<file path="config.mk">
export PLATFORM = sky130hd
export DESIGN_NAME = exec_unit
export DESIGN_NICKNAME = d
export VERILOG_FILES = /design/src/rtl/exec_unit.sv
export SDC_FILE = /design/constraint.sdc
export NUM_CORES = 1
export LEC_CHECK = 0
export BUFFER_PORTS_ARGS = -buffer_cell sky130_fd_sc_hd__buf_4
export CAP_MARGIN = 40
export CORE_ASPECT_RATIO = 0.9
export CORE_UTILIZATION = 55
export CTS_CLUSTER_DIAMETER = 150
export CTS_CLUSTER_SIZE = 30
export DETAILED_ROUTE_END_ITERATION = 8
export PLACE_DENSITY = 0.74
export SETUP_SLACK_MARGIN = 0.15
export SYNTH_ARGS = -nofsm -noshare
export SYNTH_HDL_FRONTEND = slang
export SYNTH_SLANG_ARGS = --single-unit
</file>
<file path="constraint.sdc">
create_clock -name clk -period 3.35 [get_ports clk]
set_input_delay 0.335 -clock clk [delete_from_list [all_inputs] [get_ports clk]]
set_output_delay 0.335 -clock clk [all_outputs]
set_load 0.01 [all_outputs]
</file>
<file path="src/rtl/exec_unit.sv">
// exec_unit: multi-cycle 8-bit execute stage between register file read and write ports.
// Runs single-cycle logic/arith ops, bit-serial shifts and an 8-cycle shift-add multiply.
// Drives the write port for exactly one cycle (WB) per completed operation.
module exec_unit #(
  parameter int pw = 3
) (
  input  logic          clk,
  input  logic          rst_n,
  input  logic          start,
  input  logic [2:0]    op,
  input  logic [pw-1:0] dst,
  input  logic [7:0]    opA,
  input  logic [7:0]    opB,
  output logic          busy,
  output logic          done,
  output logic          wr_en,
  output logic [pw-1:0] wr_addr,
  output logic [7:0]    dat_out,
  output logic          carry
);

  typedef enum logic [1:0] {
    IDLE = 2'd0,
    RUN  = 2'd1,
    WB   = 2'd2
  } state_e;

  typedef enum logic [2:0] {
    OP_ADD = 3'b000,
    OP_SUB = 3'b001,
    OP_AND = 3'b010,
    OP_XOR = 3'b011,
    OP_SHL = 3'b100,
    OP_SHR = 3'b101,
    OP_MUL = 3'b110,
    OP_CMP = 3'b111
  } op_e;

  state_e        state_q;
  op_e           op_q;
  logic [pw-1:0] dst_q;
  logic [15:0]   work_q;    // shift operand (low byte) or multiplicand (full width)
  logic [7:0]    mplier_q;  // multiplier, consumed LSB first
  logic [15:0]   prod_q;    // partial product
  logic [3:0]    cnt_q;     // remaining RUN iterations
  logic [pw-1:0] addr_q;
  logic [7:0]    dat_q;
  logic          carry_q;

  // Operand decode for the IDLE-cycle capture
  op_e        op_in;
  logic [8:0] sum9;
  logic [2:0] shamt;

  // One RUN iteration of the shift and multiply datapaths
  logic [7:0]  shl_val;
  logic        shl_out;
  logic [7:0]  shr_val;
  logic        shr_out;
  logic [15:0] prod_d;
  logic        last_iter;

  // Combinational next-iteration values; every output gets a default first.
  // NOTE: assigning a default to every always_comb output before any branch is what keeps it latch-free.
  always_comb begin
    op_in     = op_e'(op);
    sum9      = {1'b0, opA} + {1'b0, opB};
    shamt     = opB[2:0];
    shl_val   = {work_q[6:0], 1'b0};
    shl_out   = work_q[7];
    shr_val   = {1'b0, work_q[7:1]};
    shr_out   = work_q[0];
    prod_d    = prod_q;
    if (mplier_q[0]) begin
      prod_d = prod_q + work_q;
    end
    last_iter = (cnt_q == 4'd1);
  end

  // Control FSM plus datapath registers; results land in the output registers on entry to WB.
  // NOTE: every register here uses <= so all updates within a cycle see the pre-edge values.
  always_ff @(posedge clk or negedge rst_n) begin
    if (!rst_n) begin
      state_q  <= IDLE;
      op_q     <= OP_ADD;
      dst_q    <= '0;
      work_q   <= '0;
      mplier_q <= '0;
      prod_q   <= '0;
      cnt_q    <= '0;
      addr_q   <= '0;
      dat_q    <= '0;
      carry_q  <= 1'b0;
    end else begin
      case (state_q)
        IDLE: begin
          if (start) begin
            op_q     <= op_in;
            dst_q    <= dst;
            work_q   <= {8'h00, opA};
            mplier_q <= opB;
            prod_q   <= '0;
            cnt_q    <= '0;
            case (op_in)
              OP_ADD: begin
                dat_q   <= sum9[7:0];
                carry_q <= sum9[8];
                addr_q  <= dst;
                state_q <= WB;
              end
              OP_SUB: begin
                dat_q   <= opA - opB;
                carry_q <= (opA >= opB);
                addr_q  <= dst;
                state_q <= WB;
              end
              OP_AND: begin
                dat_q   <= opA & opB;
                addr_q  <= dst;
                state_q <= WB;
              end
              OP_XOR: begin
                dat_q   <= opA ^ opB;
                addr_q  <= dst;
                state_q <= WB;
              end
              OP_CMP: begin
                // Compare writes only the flag; dat_out keeps its previous value.
                carry_q <= (opA == opB);
                addr_q  <= dst;
                state_q <= WB;
              end
              OP_SHL, OP_SHR: begin
                if (shamt == 3'd0) begin
                  dat_q   <= opA;
                  carry_q <= 1'b0;
                  addr_q  <= dst;
                  state_q <= WB;
                end else begin
                  cnt_q   <= {1'b0, shamt};
                  state_q <= RUN;
                end
              end
              OP_MUL: begin
                cnt_q   <= 4'd8;
                state_q <= RUN;
              end
              default: state_q <= IDLE;
            endcase
          end
        end

        RUN: begin
          cnt_q <= cnt_q - 4'd1;
          case (op_q)
            OP_SHL: begin
              work_q <= {8'h00, shl_val};
              if (last_iter) begin
                dat_q   <= shl_val;
                carry_q <= shl_out;
              end
            end
            OP_SHR: begin
              work_q <= {8'h00, shr_val};
              if (last_iter) begin
                dat_q   <= shr_val;
                carry_q <= shr_out;
              end
            end
            OP_MUL: begin
              prod_q   <= prod_d;
              work_q   <= {work_q[14:0], 1'b0};
              mplier_q <= {1'b0, mplier_q[7:1]};
              if (last_iter) begin
                dat_q   <= prod_d[7:0];
                carry_q <= |prod_d[15:8];
              end
            end
            default: ;
          endcase
          if (last_iter) begin
            addr_q  <= dst_q;
            state_q <= WB;
          end
        end

        WB: begin
          state_q <= IDLE;
        end

        default: state_q <= IDLE;
      endcase
    end
  end

  // Status and write strobe are decoded straight from the state register.
  assign busy    = (state_q != IDLE);
  assign done    = (state_q == WB);
  assign wr_en   = (state_q == WB) && (op_q != OP_CMP);
  assign wr_addr = addr_q;
  assign dat_out = dat_q;
  assign carry   = carry_q;

endmodule

</file>
==> results by group <==
GRT
  • Gr ovfl total: 0
  • Vias in the first global route: 4455
  • Largest net degree at the start of global routing: 65
  • Initial antenna violation count: 0
  • Total GRT Usage: 0.313
  • First-pass GRT wire length: 22700 um

Yosys
  • Synthesized instance count: 617
  • EDFF count, synth: 0
  • Predominant post-synthesis flop cell: dfrtp_1
  • Async S/R FF share, synth: 1.00
  • Seq/Total Area, Yosys: 0.319
  • Synthesized net count: 678
  • Distinct cells, synth: 64
  • Register bit total from synthesis: 64
  • Avg Inst Size Synth: 8.14 sq um
  • YS warnings: 0
  • Synthesized area: 5020 sq um

Setup path
  • CP max stage delay: 0.43 ns
  • CP startpoint: work_q[0]
  • Most frequent CP cell: a31oi_1
  • CP Cell Sequence: ha_1, inv_1, fa_1, nand2b_1, a21oi_1, o21a_1, a31oi_1, or3_1, a41oi_1, and4b_1, a31oi_1
  • Startpoint types: flip-flop
  • R2R Path Start: work_q[0]
  • R2R cell count: 11
  • Crit Path Category: reg2reg
  • Slack of the worst reg-to-reg path: 0.55 ns
  • Critical path buffers and inverters: 1
  • Critical-path top delay cell: dfrtp_1
  • Worst setup EP type: flip-flop
  • WP data required: 3.62 ns
  • Worst EP arrival: 3.07 ns
  • Crit-path leading delay family: compound AO/OA/AOI/OAI gates
  • Worst Path Max Fanout: 5
  • R2R Path End: carry

Timing
  • Final worst slack: 0.552 ns
  • Worst-Margin Slew: 0.849 ns
  • Final Hold Fails: 0
  • Final Critical Period: 2.80 ns
  • Endpoints failing setup: 0
  • RSZ-0062 raised after global routing: false
  • Worst slew margin: 0.434
  • Final period utilization: 0.835
  • Max Fclk: 357 MHz
  • Slew Viols, Final: 0
  • Sum of negative setup slack: 0 ns
  • Final Skew: 0.0108 ns

Clock network
  • CTS tree: done
  • Root buffer cell: clkbuf_8
  • # hold bufs at CTS: 0
  • CTS Sinks: 64
  • Post-CTS sizing: 0
  • Worst skew pair latency: 0.35 ns
  • # Post-CTS Setup Buffers: 0
  • Max Root-Sink Buffers: 2
  • Reg clk slew, reported paths: 0.07 ns
  • CTS H-tree lvls: 3
  • Total CTS buffers: 9

Drt
  • Initial DRT Pass Iterations: 5
  • Met2 WL: 6240 um
  • Routed Antenna Nets: 0
  • Final WL: 13800 um
  • Uppermost layer routed: met4
  • DRC Markers: 0
  • Post-DR wirelength/cell: 18.1 um
  • Metal1 wirelength: 6410 um
  • Via count: 4794
  • Met3 wire len: 882 um
  • Initial DRC count: 359
  • Vias per inst: 6.27

Placement
  • Routability cong.: 0.936
  • Detail Placement HPWL: 10200 um
  • Port Buf Inserts: 39
  • Dpl ws: 0.634 ns

Layout
  • Synth-to-Final Area Change: 12.7%
  • Fill cells: 774
  • Area taken by multi-input logic gates: 3180 sq um
  • # diodes: 0
  • Util after Layout: 0.649
  • Layout Nets: 702
  • Share of cells above drive strength 1: 0.110
  • FF/Latch Area: 1600 sq um

Status
  • Status: finished clean

Pwr
  • Lkg Pwr: 0.00256 uW
  • Worst VDD drop: 0.429 mV
  • Pwr dens: 687 nW/um^2
  • Power Total: 3890 uW

Die
  • Initial core utilization: 0.575
  • Die Y: 92.7 um
  • I/O pin cnt: 40
  • Die area: 9520 sq um
  • Core Area: 8730 sq um
  • Horiz. Die Dim: 103 um
  • # rows: 32

Job
  • Max-cap check violation count: 0

Min path
  • Hold Path Class: in2async
synth_stat cells, types with 2 or more instances:
master     number  area (sq um)
a311oi_1        3          26.3
a22oi_1         4          30.0
fa_1            3          60.1
nand3b_1        4          30.0
nand2_1        87           327
and2_1          3          18.8
a211o_1         3          26.3
o31ai_1         7          52.6
a41oi_1         3          26.3
o2111ai_1       3          26.3
o21a_1          5          37.5
nor3b_1         5          37.5
mux2_2          4          45.0
o21ai_0        48           240
buf_2           5          25.0
inv_1          28           105
xor2_1          4          35.0
a211oi_1        8          60.1
a22o_1         15           131
nor2b_1         8          50.1
nor2_1         59           221
dfrtp_1        64          1600
a2bb2oi_1       2          17.5
o21ai_1         2          10.0
o221ai_1        3          26.3
a31oi_1         7          43.8
o21bai_1        4          30.0
or3_1           2          12.5
nand3_1        12          60.1
mux2i_1        19           190
nand4_1         4          25.0
a221oi_1        4          35.0
a21oi_1        40           200
xnor2_1        13           114
nor3_1          9          45.0
a21o_1          9          67.6
a221o_1         5          50.1
o22ai_1        11          68.8
clkbuf_1       26          97.6
buf_1           2          7.51
nand2b_1       11          68.8
o211ai_1        5          37.5
ha_1           33           413
report_power, final:
group | switching, uW | internal (uW)
clock | 328 | 518
combinational | 1040 | 726
sequential | 261 | 1020
per-stage QoR:
step / instance area, sq um / cells / hold slack (ns)
2_1_floorplan: 5020 / 617 / 0.0394
3_3_place_gp: 5380 / 748 / 0.460
3_5_place_dp: 5410 / 749 / 0.471
4_1_cts: 5660 / 765 / 0.0968
5_1_grt: 5660 / 765 / 0.136
6_report: 5660 / 765 / 0.0690
worst max path at each step:
stage / cells past startpoint / to / slack, ns
after CTS: 11 / carry / 0.58
after global routing: 11 / carry / 0.41
final: 11 / carry / 0.55
after floorplan: 9 / carry / 0.85
after global placement: 10 / carry / 0.72
after detailed placement: 11 / carry / 0.63
cell type report:
| cell class | count | share of cell area |
|---|---|---|
| sequential | 64 | 0.283 |
| timing repair buffer | 47 | 0.0659 |
| inverter | 28 | 0.0186 |
| tap | 119 | 0.0263 |
| clock inverter | 6 | 0.0203 |
| multi-input combinational | 491 | 0.562 |
| clock buffer | 10 | 0.0243 |
cells by family (layout without fill, tap and decap cells):
| logic type | count (synthesis) | count (layout) | share of synthesized area |
|---|---|---|---|
| AND/OR/NAND/NOR | 212 | 212 | 0.191 |
| AO/OA/AOI/OAI | 202 | 202 | 0.269 |
| flip-flops | 64 | 64 | 0.319 |
| buffers and inverters | 62 | 91 | 0.0483 |
| adder cells (fa/ha/maj) | 36 | 36 | 0.0942 |
| multiplexers | 24 | 24 | 0.0491 |
| XOR/XNOR | 17 | 17 | 0.0296 |
routing by layer:
| layer | up-vias | GRT usage |
|---|---|---|
| met1 | 2300 | 0.449 |
| met2 | 176 | 0.482 |
| met3 | 21 | 0.0491 |
| met4 | 0 | 0.0952 |
| met5 | - | 0 |
| li1 | 2297 | - |
layout by cell type, fill, tap and decap left out, types with 4 or more instances in the layout:
cell,instances
nand3b_1,4
nand2b_1,11
a31oi_1,7
xnor2_1,13
nor2_1,59
o21ai_0,48
o31ai_1,7
nand3_1,12
nor3_1,9
nand2_1,87
inv_1,28
a211oi_1,8
o211ai_1,5
a21oi_1,40
dfrtp_1,64
nor3b_1,5
xor2_1,4
o22ai_1,11
buf_4,46
a22o_1,15
mux2i_1,19
a221o_1,5
ha_1,33
a22oi_1,4
o21bai_1,4
mux2_2,4
nor2b_1,7
o21a_1,5
clkbuf_8,10
a21o_1,9
nand4_1,4
a221oi_1,4
state kept, by name, indices dropped and copies added (netlist names):
| name | flops |
|---|---|
| carry | 1 |
| cnt_q | 4 |
| dat_out | 8 |
| dst_q | 3 |
| mplier_q | 8 |
| op_q | 3 |
| prod_q | 16 |
| state_q | 2 |
| work_q | 16 |
| wr_addr | 3 |
No activity file was read; power rests on OpenSTA's default activity.
